$ cat config.mk
export PLATFORM = sky130hd
export DESIGN_NAME = comma_align
export DESIGN_NICKNAME = d
export VERILOG_FILES = /design/src/rtl/comma_align.sv
export SDC_FILE = /design/constraint.sdc
export NUM_CORES = 1
export LEC_CHECK = 0
export BUFFER_PORTS_ARGS = -buffer_cell sky130_fd_sc_hd__buf_4
export CAP_MARGIN = 10
export CORE_UTILIZATION = 44
export CTS_BUF_LIST = sky130_fd_sc_hd__clkbuf_8
export DETAILED_ROUTE_END_ITERATION = 10
export PLACE_DENSITY_LB_ADDON = 0.05
export SYNTH_ARGS = -nofsm -noshare
export SYNTH_HDL_FRONTEND = slang
export SYNTH_SLANG_ARGS = --single-unit
$ cat constraint.sdc
create_clock -name clk -period 5.6 [get_ports clk]
set_clock_uncertainty 0.2 [all_clocks]
set_input_delay 0.56 -clock clk [delete_from_list [all_inputs] [get_ports clk]]
set_output_delay 0.56 -clock clk [all_outputs]
set_load 0.01 [all_outputs]
$ cat src/rtl/comma_align.sv
// 8b/10b comma aligner: finds K28.5 in the serial stream, frames 10-bit symbols on
// that boundary and re-aligns after MISALIGN_MAX consecutive off-boundary commas.
module comma_align #(
    parameter int unsigned MISALIGN_MAX = 3
) (
    input  logic       clk,
    input  logic       reset,
    input  logic       ser_in,
    input  logic       ser_en,
    output logic [9:0] dout,
    output logic       dout_valid,
    output logic       locked,
    output logic       align_err
);

    localparam logic [9:0] K28_5_RDN = 10'b0011111010;
    localparam logic [9:0] K28_5_RDP = 10'b1100000101;
    localparam logic [3:0] ERR_LAST  = 4'(MISALIGN_MAX - 1);

    typedef enum logic {HUNT, SYNC} state_t;

    state_t     state, state_nx;
    logic [9:0] sr;
    logic [9:0] nw;
    logic       comma;
    logic [9:0] dout_nx;
    logic       dout_valid_nx, align_err_nx;
    logic [3:0] bit_cnt, bit_cnt_nx;
    logic [3:0] err_cnt, err_cnt_nx;

    // Candidate window includes the bit arriving on this edge, so a match is
    // acted on in the same edge that completes it.
    assign nw     = {sr[8:0], ser_in};
    assign comma  = (nw == K28_5_RDN) || (nw == K28_5_RDP);
    assign locked = (state == SYNC);

    always_comb begin
        // NOTE: every output gets a default first so no path leaves a latch.
        state_nx      = state;
        dout_nx       = dout;
        dout_valid_nx = 1'b0;
        align_err_nx  = 1'b0;
        bit_cnt_nx    = bit_cnt;
        err_cnt_nx    = err_cnt;
        if (ser_en) begin
            unique case (state)
                HUNT: begin
                    if (comma) begin
                        state_nx      = SYNC;
                        dout_nx       = nw;
                        dout_valid_nx = 1'b1;
                        bit_cnt_nx    = 4'd0;
                        err_cnt_nx    = 4'd0;
                    end
                end
                SYNC: begin
                    if (bit_cnt == 4'd9) begin
                        dout_nx       = nw;
                        dout_valid_nx = 1'b1;
                        bit_cnt_nx    = 4'd0;
                        if (comma) err_cnt_nx = 4'd0;
                    end else begin
                        bit_cnt_nx = bit_cnt + 4'd1;
                        if (comma) begin
                            align_err_nx = 1'b1;
                            // The last tolerated miss moves the boundary to this comma.
                            if (err_cnt == ERR_LAST) begin
                                dout_nx       = nw;
                                dout_valid_nx = 1'b1;
                                bit_cnt_nx    = 4'd0;
                                err_cnt_nx    = 4'd0;
                            end else begin
                                err_cnt_nx = err_cnt + 4'd1;
                            end
                        end
                    end
                end
                default: state_nx = HUNT;
            endcase
        end
    end

    // NOTE: sequential state uses non-blocking assignments so all registers
    // update from the same pre-edge values.
    always_ff @(posedge clk) begin
        if (reset) begin
            state      <= HUNT;
            sr         <= '0;
            dout       <= '0;
            dout_valid <= 1'b0;
            align_err  <= 1'b0;
            bit_cnt    <= '0;
            err_cnt    <= '0;
        end else begin
            state      <= state_nx;
            dout       <= dout_nx;
            dout_valid <= dout_valid_nx;
            align_err  <= align_err_nx;
            bit_cnt    <= bit_cnt_nx;
            err_cnt    <= err_cnt_nx;
            if (ser_en) sr <= nw;
        end
    end

endmodule

==> results.py <==
metrics = {
    "synthesis": {
        "ys_types": 36,
        "synth_top_family_by_area": "simple AND/OR/NAND/NOR gates",
        "muxShareOfSynthArea_pct": 6.587,
        "syn_avg_cell_area_um2": 8.880,
        "yosys_most_used_dff": "dfxtp_1",
        "synth-compound-area-share_pct": 17.84,
        "synth_enable_flop_cells": 0,
        "synthArstFlopShare_pct": 0,
        "synth_nets": 160,
        "synth-adder-area-share_pct": 1.830,
        "yosys.area_share.simple_pct": 25.98,
        "syn_area_mm2": 0.001368,
        "synth-seq-cells": 30,
        "ys_warn_count": 0,
        "yosysSeqAreaShare_pct": 43.92,
        "synthCells": 154,
        "synth_xor_area_share_pct": 0,
    },
    "clock_network": {
        "cts_buffers": 5,
        "cts_root_buf": "clkbuf_8",
        "clk_latency_ps": 280,
        "h-tree-depth": 2,
        "cts_resized": 0,
        "cts_setup_buffers": 0,
        "clkSinkCount": 30,
        "postCtsHoldBufs": 0,
        "tritoncts": "built",
        "clockBufferDepth": 2,
        "clk_pin_slew_ps": 60,
    },
    "die": {
        "dieHeight_um": 57.75,
        "fp.dieArea_mm2": 0.003335,
        "design.core.area_mm2": 0.002853,
        "die_x_um": 57.75,
        "initial_core_util_pct": 47.94,
        "rows": 19,
        "io_pins": 17,
    },
    "layout": {
        "layout-drive-gt1-share_pct": 18.24,
        "fillers": 281,
        "seq_area_um2": 600.6,
        "fin_cells": 201,
        "multi_input_area_um2": 714.4,
        "fin_nets": 176,
        "antennaDiodeCount": 0,
        "area_growth_pct": 17.66,
    },
    "placement": {
        "place.gp.congestion": 0.7693,
        "dp_hpwl_mm": 2.074,
        "port_buffers": 16,
        "post-place-cells": 194,
    },
    "sta": {
        "hold_ws_ps": 261.9,
        "relSlewSlack_pct": 22.12,
        "period_minus_slack_ps": 2391,
        "max_freq_mhz": 418.2,
        "fin_crit_sh_pct": 42.70,
        "rsz0062_at_grt": "no",
        "drv_slew": 0,
        "hold_viol": 0,
        "tns_ps": 0,
        "worstMarginPinSlew_ps": 1156,
        "setup_viol": 0,
    },
    "setup_path": {
        "critPathCaptureType": "register",
        "path_class": "in2reg",
        "r2r-start": "sr[5]",
        "start_kind": "input port",
        "crit_fanout": 13,
        "reg2reg_depth": 5,
        "crit_required_ps": 5610,
        "arrival_ps": 2400,
        "r2r-end": "err_cnt[0]",
        "regToRegSetupSlack_ps": 3230,
    },
    "drt": {
        "routed_via_density": 5.756,
        "met2_length_mm": 1.340,
        "wire_per_inst_um": 14.93,
        "ant_nets": 0,
        "first_pass_iters": 7,
        "highest_layer": "met4",
        "drtIter0Drc": 39,
        "wl_met3_um": 121,
        "wl_met1_mm": 1.502,
        "routed_wl_mm": 3.000,
        "via_count": 1157,
        "drcViolationCount": 3,
    },
    "power_and_ir_drop": {
        "p_leak_uw": 0.0005734,
        "vdd_drop_max_v": 0.0001494,
        "finalPower_uw": 448.9,
        "power_density_mw_per_mm2": 279.0,
    },
    "grt": {
        "antenna_found_initial": 0,
        "grt_max_degree": 32,
        "grt_usage_pct": 19.71,
        "grt-ovfl-total": 0,
        "grt_pass1_vias": 1053,
        "grt_pass1_wl_mm": 4.912,
    },
    "worst_hold_path": {
        "worstHoldStart": "dout[5]",
        "whs_path_depth": 2,
        "hp-class": "reg2reg",
        "whs_endpoint": "dout[5]",
    },
    "status": {
        "status": "complete, but fails checks",
        "violations": "design-rule violations",
    },
    "job": {
        "cap_viol_max_count": 0,
    },
}
area by class of cell:
class / count / area share (%)
Clock buffer: 6 / 5.132
Clock inverter: 1 / 1.866
Inverter: 6 / 1.400
Multi-Input combinational cell: 111 / 44.40
Sequential cell: 30 / 37.33
Tap cell: 31 / 2.411
Timing Repair Buffer: 16 / 7.465
per-stage QoR:
| step | cell area (µm²) | setup slack (ps) | utilization, % |
|---|---|---|---|
| 2_1_floorplan | 1368 | 3386 | - |
| 3_3_place_gp | 1496 | 3009 | 52.46 |
| 3_5_place_dp | 1496 | 2934 | 52.46 |
| 4_1_cts | 1609 | 3229 | 56.40 |
| 5_1_grt | 1609 | 3049 | 56.40 |
| 6_report | 1609 | 3209 | 56.40 |
state kept, by name (all words and copies together) (netlist names):
register	cells
dout	10
sr	9
bit_cnt	4
err_cnt	4
align_err	1
dout_valid	1
locked	1
worst max-delay path by stage:
stage | start | end | slack (ps) | cells after the start
4_1_cts | ser_en | dout[1] | 3230 | 6
5_1_grt | ser_en | dout[5] | 3050 | 6
3_5_place_dp | ser_en | dout[1] | 2930 | 6
2_1_floorplan | ser_in | err_cnt[1] | 3390 | 6
6_report | ser_en | dout[1] | 3210 | 6
3_3_place_gp | ser_en | dout[6] | 3010 | 6
kinds of logic after synthesis:
| family | after synthesis |
|---|---|
| and+or+nand+nor | 59 |
| AOI/OAI and AO/OA | 41 |
| DFF | 30 |
| buffers and inverters | 13 |
| muxes | 9 |
| adders and majority gates | 2 |
cell usage in the layout, fill, tap and decap left out, drive strengths merged, types with 6 or more instances in the layout:
cell    instances
nand3          16
a21oi          16
dfxtp          30
nand2           8
nor2           11
inv             6
mux2i           9
buf            16
clkbuf          6
o21ai          15
power by group:
group | total, µW | switching (µW) | internal (µW) | leakage (µW)
sequential | 215 | 1.10 | 214 | 0.000242
combinational | 12.9 | 8.09 | 4.79 | 0.000274
clock | 221 | 78.5 | 142 | 0.0000573
cell usage after synthesis (2+ instances only):
library cell	instances	area share (%)
nand3_1	16	5.9
nor2_1	11	3.0
or4_1	2	1.1
a211oi_1	2	1.1
or3_1	3	1.4
a21oi_1	16	5.9
nor3_1	2	0.73
dfxtp_1	30	44
o21ai_0	15	5.5
nand2_1	8	2.2
nor4bb_1	2	1.5
inv_1	6	1.6
clkbuf_1	3	0.82
mux2i_1	9	6.6
ha_1	2	1.8
nand2b_1	3	1.4
o32ai_1	3	1.9
buf_1	3	0.82
metal layers:
| metal | vias to the layer above | GRT usage [%] |
|---|---|---|
| met4 | 0 | 9.864 |
| li1 | 591 | - |
| met1 | 543 | 25.35 |
| met2 | 21 | 29.90 |
| met5 | - | 0 |
| met3 | 2 | 6.250 |
worst max-delay path, cell delays in order:
cell	delay, ps
buf_4	180
inv_1	150
and4bb_2	270
o21ai_0	890
nand3_1	170
a21oi_1	170
Power figures use the tool's default switching activity.
